==> config.mk <==
export PLATFORM = sky130hd
export DESIGN_NAME = wm_program_sequencer
export DESIGN_NICKNAME = d
export VERILOG_FILES = /design/src/rtl/wm_pkg.sv /design/src/rtl/wm_preset_bank.sv /design/src/rtl/wm_program_sequencer.sv
export SDC_FILE = /design/constraint.sdc
export NUM_CORES = 1
export LEC_CHECK = 0
export CORE_AREA = 2 2 121 123
export DETAILED_ROUTE_END_ITERATION = 10
export DIE_AREA = 0 0 123 125
export MAX_ROUTING_LAYER = met4
export PLACE_DENSITY_LB_ADDON = 0.2
export SETUP_SLACK_MARGIN = 0.4
export SYNTH_ARGS = -nofsm -noshare
export SYNTH_HDL_FRONTEND = slang
export SYNTH_HIERARCHICAL = 1
export SYNTH_SLANG_ARGS = --single-unit
==> constraint.sdc <==
create_clock -name clk -period 7.6 [get_ports clk]
set_input_delay 1.52 -clock clk [delete_from_list [all_inputs] [get_ports clk]]
set_output_delay 1.52 -clock clk [all_outputs]
set_load 0.01 [all_outputs]
==> src/rtl/wm_pkg.sv <==
// Shared types for the washing-machine program sequencer: phase encoding and preset layout.
// Latency: n/a (types and a pure function only).
// Backpressure: n/a.
package wm_pkg;

    // Encoding is visible on the phase output and must stay stable for the panel logic.
    typedef enum logic [2:0] {
        IDLE  = 3'd0,
        WASH  = 3'd1,
        RINSE = 3'd2,
        SPIN  = 3'd3,
        DONE  = 3'd4
    } phase_t;

    // Preset layout at the default field width. The bank and sequencer rebuild the
    // same field order at their FIELD_W parameter.
    localparam int DEF_FIELD_W = 5;

    typedef struct packed {
        logic [DEF_FIELD_W-1:0] wash;
        logic [DEF_FIELD_W-1:0] rinse;
        logic [DEF_FIELD_W-1:0] spin;
        logic [DEF_FIELD_W-1:0] cloth;
    } wm_fields_t;

    // First phase after 'cur' whose duration is non-zero, in WASH -> RINSE -> SPIN order.
    // Zero-length phases are skipped here, so the sequencer never spends a cycle in them.
    function automatic phase_t next_phase(phase_t cur, logic wash_nz, logic rinse_nz, logic spin_nz);
        phase_t nxt;
        nxt = DONE;
        case (cur)
            IDLE: begin
                if (wash_nz)       nxt = WASH;
                else if (rinse_nz) nxt = RINSE;
                else if (spin_nz)  nxt = SPIN;
            end
            WASH: begin
                if (rinse_nz)      nxt = RINSE;
                else if (spin_nz)  nxt = SPIN;
            end
            RINSE: begin
                if (spin_nz)       nxt = SPIN;
            end
            default: nxt = DONE;
        endcase
        return nxt;
    endfunction

endpackage

==> src/rtl/wm_preset_bank.sv <==
// Preset storage: NUM_PRESETS entries of wash/rinse/spin/cloth, one write port, indexed readback.
// Latency: write lands on the clock edge; *_out is registered (1 cycle); cur_* is a combinational view.
// Backpressure: none; writes presented while busy=1 are dropped.
// Ports: clk, rst (async, active-high); wr_en/busy/preset_sel/*_in write side;
//        cur_* combinational contents of preset_sel (pre-write value); *_out registered readback.
module wm_preset_bank #(
    parameter int NUM_PRESETS = 4,
    parameter int FIELD_W     = 5,
    parameter int PS_W        = 2
) (
    input  logic               clk,
    input  logic               rst,
    input  logic               wr_en,
    input  logic               busy,
    input  logic [PS_W-1:0]    preset_sel,
    input  logic [FIELD_W-1:0] wash_in,
    input  logic [FIELD_W-1:0] rinse_in,
    input  logic [FIELD_W-1:0] spin_in,
    input  logic [FIELD_W-1:0] cloth_in,
    output logic [FIELD_W-1:0] cur_wash,
    output logic [FIELD_W-1:0] cur_rinse,
    output logic [FIELD_W-1:0] cur_spin,
    output logic [FIELD_W-1:0] cur_cloth,
    output logic [FIELD_W-1:0] wash_out,
    output logic [FIELD_W-1:0] rinse_out,
    output logic [FIELD_W-1:0] spin_out,
    output logic [FIELD_W-1:0] cloth_out
);

    typedef struct packed {
        logic [FIELD_W-1:0] wash;
        logic [FIELD_W-1:0] rinse;
        logic [FIELD_W-1:0] spin;
        logic [FIELD_W-1:0] cloth;
    } fields_t;

    fields_t mem [NUM_PRESETS];
    fields_t cur;
    fields_t rd_q;
    logic    sel_ok;

    // Out-of-range indices (non power-of-two NUM_PRESETS) read as zero and never write.
    assign sel_ok = 32'(preset_sel) < 32'(NUM_PRESETS);

    always_comb begin
        cur = '0;
        if (sel_ok) cur = mem[preset_sel];
    end

    always_ff @(posedge clk or posedge rst) begin
        if (rst) begin
            for (int i = 0; i < NUM_PRESETS; i++) mem[i] <= '0;
            rd_q <= '0;
        end else begin
            if (wr_en && !busy && sel_ok)
                mem[preset_sel] <= '{wash: wash_in, rinse: rinse_in, spin: spin_in, cloth: cloth_in};
            rd_q <= cur;
        end
    end

    assign cur_wash  = cur.wash;
    assign cur_rinse = cur.rinse;
    assign cur_spin  = cur.spin;
    assign cur_cloth = cur.cloth;

    assign wash_out  = rd_q.wash;
    assign rinse_out = rd_q.rinse;
    assign spin_out  = rd_q.spin;
    assign cloth_out = rd_q.cloth;

endmodule

==> src/rtl/wm_program_sequencer.sv <==
// Preset bank plus WASH -> RINSE -> SPIN sequencer with per-phase timed countdown.
// Latency: start to first phase 1 cycle; each phase lasts field*TICKS_PER_UNIT cycles; DONE 1 cycle.
// Backpressure: none; start and writes are ignored while busy, abort always wins.
// Ports: clk, rst (async, active-high); wr_en/preset_sel/*_in preset writes; start/abort/pause control;
//        *_out registered readback of preset_sel; phase/remaining/busy status; motor_on/valve_on/drain_on
//        actuators; done and err single-cycle pulses.
// Build option: define WM_PAUSE_EN to make pause freeze the running program (otherwise pause is ignored).
module wm_program_sequencer
    import wm_pkg::*;
#(
    parameter int NUM_PRESETS    = 4,
    parameter int FIELD_W        = 5,
    parameter int TICKS_PER_UNIT = 8,
    parameter int MAX_LOAD       = 20,
    localparam int PS_W          = $clog2(NUM_PRESETS)
) (
    input  logic               clk,
    input  logic               rst,
    input  logic               wr_en,
    input  logic [PS_W-1:0]    preset_sel,
    input  logic [FIELD_W-1:0] wash_in,
    input  logic [FIELD_W-1:0] rinse_in,
    input  logic [FIELD_W-1:0] spin_in,
    input  logic [FIELD_W-1:0] cloth_in,
    input  logic               start,
    input  logic               abort,
    input  logic               pause,
    output logic [FIELD_W-1:0] wash_out,
    output logic [FIELD_W-1:0] rinse_out,
    output logic [FIELD_W-1:0] spin_out,
    output logic [FIELD_W-1:0] cloth_out,
    output logic [2:0]         phase,
    output logic [FIELD_W-1:0] remaining,
    output logic               busy,
    output logic               motor_on,
    output logic               valve_on,
    output logic               drain_on,
    output logic               done,
    output logic               err
);

    localparam int PW = (TICKS_PER_UNIT > 1) ? $clog2(TICKS_PER_UNIT) : 1;
    localparam logic [PW-1:0] PRESC_LAST = PW'(TICKS_PER_UNIT - 1);

    phase_t             state;
    phase_t             start_phase;
    phase_t             step_phase;
    logic [FIELD_W-1:0] cur_wash, cur_rinse, cur_spin, cur_cloth;
    logic [FIELD_W-1:0] work_rinse, work_spin;
    logic [PW-1:0]      presc;
    logic               in_phase;
    logic               hold;
    logic               cloth_bad;

    function automatic logic [FIELD_W-1:0] field_for(phase_t p, logic [FIELD_W-1:0] w,
                                                     logic [FIELD_W-1:0] r, logic [FIELD_W-1:0] s);
        case (p)
            WASH:    return w;
            RINSE:   return r;
            SPIN:    return s;
            default: return '0;
        endcase
    endfunction

    wm_preset_bank #(
        .NUM_PRESETS (NUM_PRESETS),
        .FIELD_W     (FIELD_W),
        .PS_W        (PS_W)
    ) u_bank (
        .clk        (clk),
        .rst        (rst),
        .wr_en      (wr_en),
        .busy       (busy),
        .preset_sel (preset_sel),
        .wash_in    (wash_in),
        .rinse_in   (rinse_in),
        .spin_in    (spin_in),
        .cloth_in   (cloth_in),
        .cur_wash   (cur_wash),
        .cur_rinse  (cur_rinse),
        .cur_spin   (cur_spin),
        .cur_cloth  (cur_cloth),
        .wash_out   (wash_out),
        .rinse_out  (rinse_out),
        .spin_out   (spin_out),
        .cloth_out  (cloth_out)
    );

    assign in_phase = (state == WASH) || (state == RINSE) || (state == SPIN);

`ifdef WM_PAUSE_EN
    assign hold = pause && in_phase;
`else
    logic pause_unused;
    assign pause_unused = pause;
    assign hold = 1'b0;
`endif

    // cur_* is the stored value before any same-cycle write, so start+wr_en runs the old program.
    assign cloth_bad   = (cur_cloth == '0) || (32'(cur_cloth) > 32'(MAX_LOAD));
    assign start_phase = next_phase(IDLE, cur_wash != '0, cur_rinse != '0, cur_spin != '0);
    assign step_phase  = next_phase(state, 1'b0, work_rinse != '0, work_spin != '0);

    always_ff @(posedge clk or posedge rst) begin
        if (rst) begin
            state      <= IDLE;
            remaining  <= '0;
            presc      <= '0;
            work_rinse <= '0;
            work_spin  <= '0;
            err        <= 1'b0;
        end else begin
            err <= 1'b0;
            if (abort) begin
                // Also masks a same-cycle start in IDLE: no run, no err.
                state     <= IDLE;
                remaining <= '0;
                presc     <= '0;
            end else begin
                case (state)
                    IDLE: begin
                        if (start) begin
                            if (cloth_bad) begin
                                err <= 1'b1;
                            end else begin
                                // WASH is entered straight from the bank; only later phases need a copy.
                                work_rinse <= cur_rinse;
                                work_spin  <= cur_spin;
                                state      <= start_phase;
                                remaining  <= field_for(start_phase, cur_wash, cur_rinse, cur_spin);
                                presc      <= '0;
                            end
                        end
                    end
                    WASH, RINSE, SPIN: begin
                        if (!hold) begin
                            if (presc == PRESC_LAST) begin
                                presc <= '0;
                                if (remaining == FIELD_W'(1)) begin
                                    state     <= step_phase;
                                    remaining <= field_for(step_phase, '0, work_rinse, work_spin);
                                end else begin
                                    remaining <= remaining - FIELD_W'(1);
                                end
                            end else begin
                                presc <= presc + PW'(1);
                            end
                        end
                    end
                    default: begin
                        state     <= IDLE;
                        remaining <= '0;
                        presc     <= '0;
                    end
                endcase
            end
        end
    end

    assign phase    = state;
    assign busy     = (state != IDLE);
    assign done     = (state == DONE);
    assign motor_on = in_phase && !hold;
    assign valve_on = ((state == WASH) || (state == RINSE)) && !hold;
    assign drain_on = (state == SPIN);

endmodule

==> reports/results.txt <==
result of the run -> completed
largest family of logic cells by synthesized area -> multiplexers
worst vdd ir -> 152 uV
largest net degree at the start of global routing -> 78
Die Wd -> 123 um
Hold Buf Count CTS -> 0
worst slew slack as a fraction of its limit -> 33.1%
cell taking the most area after synthesis -> dfrtp_1
Tot Pwr -> 2.84 mW
utilization after layout -> 48.0%
Mapped Area -> 5480 um2
Synth Area in Adders -> 0.913%
count of final max-slew check failures -> 0
dpl cell area -> 6270 um2
standby leakage power -> 2.85 nW
commonest cells in the netlist -> dfrtp_1 (122), mux2_1 (80), mux4_2 (20)
Power Density -> 416 nW/um2
Hold Slack -> 0.479 ns
final net count -> 478
remaining antenna violation count after routing -> 0
global-route wire length before repair -> 19.3 mm
Worst EP arrival -> 4.89 ns
fraction of the yosys area taken by sequential cells -> 55.7%
Multi-input gate area -> 2300 um2
count of unresolved DRC violations after routing -> 0
share of flip-flops with an asynchronous set or reset -> 100%
fraction of power consumed by combinational cells -> 34.1%
sum of net half-perimeters after detailed placement -> 8.21 mm
number of H-tree branching levels -> 4
count of endpoints failing setup in the final report -> 0
Setup Buffers After CTS -> 0
Resized cells post-CTS -> 0
switching power share of the total -> 31.5%
setup skew after layout -> 0.00556 ns
antenna diode count -> 0
global-route usage over all layers -> 17.4%
effective utilization at floorplan -> 38.6%
DRT Wirelength -> 11.7 mm
endpoint type of the worst setup path -> register
share of layout cells above drive strength 1 -> 18.1%
number of cells in the design after placement -> 611
worst-case setup slack after placement -> 2.54 ns
cell with the most instances after synthesis -> dfrtp_1
number of standard cells in the final layout excluding fillers -> 643
clock share of power -> 25.7%
via count normalized by instance count -> 5.28
vias after detailed routing -> 3396
setup repair after global routing missed its margin -> no
number of synthesized flops with an enable pin -> 0
ranking of synthesized cells by area -> dfrtp_1 (56%), mux2_1 (16%), mux4_2 (8.2%)
mean post-synth cell area -> 14.5 um2
startpoint class of the critical path -> input pin
worst path setup slack after routing -> 3.01 ns
# IOs -> 62
sum of negative setup slack -> 0 ns
internal power -> 1.94 mW
share of the synthesized area in compound gates (AO/OA/AOI/OAI) -> 6.96%
Routed WL per cell -> 18.3 um
Yosys top cell area share -> 55.7%
Critical Setup Path Class -> input pin to register
fin area -> 6820 um2
register area -> 3050 um2
Root Buffer -> clkbuf_16
slew at the pin with the worst max-slew slack -> 1.00 ns
dominant register cell in the synthesized netlist -> dfrtp_1
Filler Cell Count -> 1271
maximum clock path buffer count -> 2
part of the power in registers -> 40.3%
TritonCTS clock tree -> built
Synth Instances -> 377
Sw Pwr -> 0.892 mW
vias in the first global route -> 3646
initial antenna violation count -> 0
highest clock frequency the design can meet -> 218 MHz
area inside the core boundary -> 14200 um2
post-synthesis simple-gate area fraction -> 7.33%
number of buffers created by CTS -> 17
xor/xnor cell area share of the yosys netlist -> 0.320%
first-pass iteration count of the detailed router -> 5
class of the tightest hold or removal check -> register to register
post-synthesis mux area share -> 26.3%
Worst-Skew Late Latency -> 0.41 ns
number of max-cap violations -> 0
critical path peak fanout -> 13
area delta synth->final -> 24.4%
weighted congestion at the end of routability-driven global placement -> 0.801
vertical extent of the die -> 125 um
die area -> 15400 um2
Port Buffers -> 60
violation count after the first detailed-routing iteration -> 212
required time worst endpoint -> 7.90 ns
Yosys cell types -> 56
post-route minimum period -> 4.59 ns
fraction of the cycle the final worst path needs -> 60.4%
syn_nets -> 409
remaining global-route overflow -> 0
number of hold-slack violations in the final timing report -> 0
clock edge transition at the registers on the reported setup and hold paths -> 0.05 ns
number of standard-cell rows in the floorplan -> 44
number of storage elements in the synthesis netlist -> 122
clock net sink count -> 122
number of warning messages in the yosys log -> 6
-- critical path, stage by stage --
cell and delay, ns:
clkdlybuf4s50_1 1.01, buf_4 0.32, mux4_2 0.55, or4_4 0.55
o211a_4 0.29, nand4_4 0.21, nor2_2 0.08, a221o_2 0.36
-- kinds of logic (layout without fill, tap and decap cells) --
group	Yosys count	in the layout
AO/OA/AOI/OAI	47	47
flip-flops	122	122
XOR/XNOR	2	2
adder cells (fa/ha/maj)	4	4
buffers and inverters	25	107
multiplexers	108	108
AND/OR/NAND/NOR	69	69
-- final timing paths --
kind / cells past startpoint / slack (ns) / from / endpoint
min in group asynchronous: 2 / 1.44 / rst / u_bank/spin_out[3]$_DFF_PP0_
setup / recovery: 8 / 3.01 / preset_sel[1] / remaining[4]$_DFFE_PP0P_
hold reg to reg: 1 / 0.48 / u_bank/mem[26]$_DFFE_PP0P_ / u_bank/mem[26]$_DFFE_PP0P_
hold / removal: 1 / 0.48 / u_bank/mem[26]$_DFFE_PP0P_ / u_bank/mem[26]$_DFFE_PP0P_
setup reg to reg: 4 / 4.93 / phase[1]$_DFFE_PP0P_ / u_bank/mem[9]$_DFFE_PP0P_
max in group asynchronous: 3 / 4.89 / rst / u_bank/mem[2]$_DFFE_PP0P_
-- layer usage --
| metal | vias up | wire length [um] | track usage (%) |
|---|---|---|---|
| li1 | 1563 | - | - |
| met1 | 1751 | 5350 | 21.9 |
| met2 | 66 | 5790 | 26.7 |
| met3 | 16 | 419 | 4.93 |
| met4 | 0 | 178 | 6.48 |
| met5 | - | 0 | - |
-- flip-flops by register name, indices dropped and copies added, names as in the netlist --
name / cells
u_bank/mem: 80
remaining: 5
u_bank/cloth_out: 5
u_bank/rinse_out: 5
u_bank/spin_out: 5
u_bank/wash_out: 5
work_rinse: 5
work_spin: 5
phase: 3
presc: 3
err: 1
-- cells in the final DEF (no fill, tap or decap), drive strengths merged, types with 2 or more instances in the layout --
master	count
o211a	2
clkinv	7
clkbuf	24
a221o	5
nor2	18
a31oi	9
a31o	2
mux4	20
a22oi	2
a221oi	3
nand4b	2
or4	3
dfrtp	122
nor3	8
a21oi	5
nand3	5
nor4	2
and4bb	2
o21bai	5
mux2	88
or2	2
buf	8
clkdlybuf4s50	60
o21ai	6
inv	7
ha	4
nand2	16
-- layout make-up --
| type | instances | area share, % |
|---|---|---|
| multi-input combinational | 230 | 33.7 |
| inverter | 7 | 0.422 |
| timing repair buffer | 68 | 9.69 |
| tap | 184 | 3.38 |
| sequential | 122 | 44.8 |
| clock inverter | 8 | 0.624 |
| clock buffer | 24 | 7.36 |
-- power groups by stage --
stage,clock (mW),sequential (mW),combinational (mW)
final,0.728,1.14,0.966
after global routing,0.778,1.19,1.06
after CTS,0.745,1.15,0.974
after detailed placement,0,1.15,0.972
after global placement,0,1.14,0.949
after floorplan,0,1.12,0.620
Note: power is estimated with default switching activity, not from simulation.
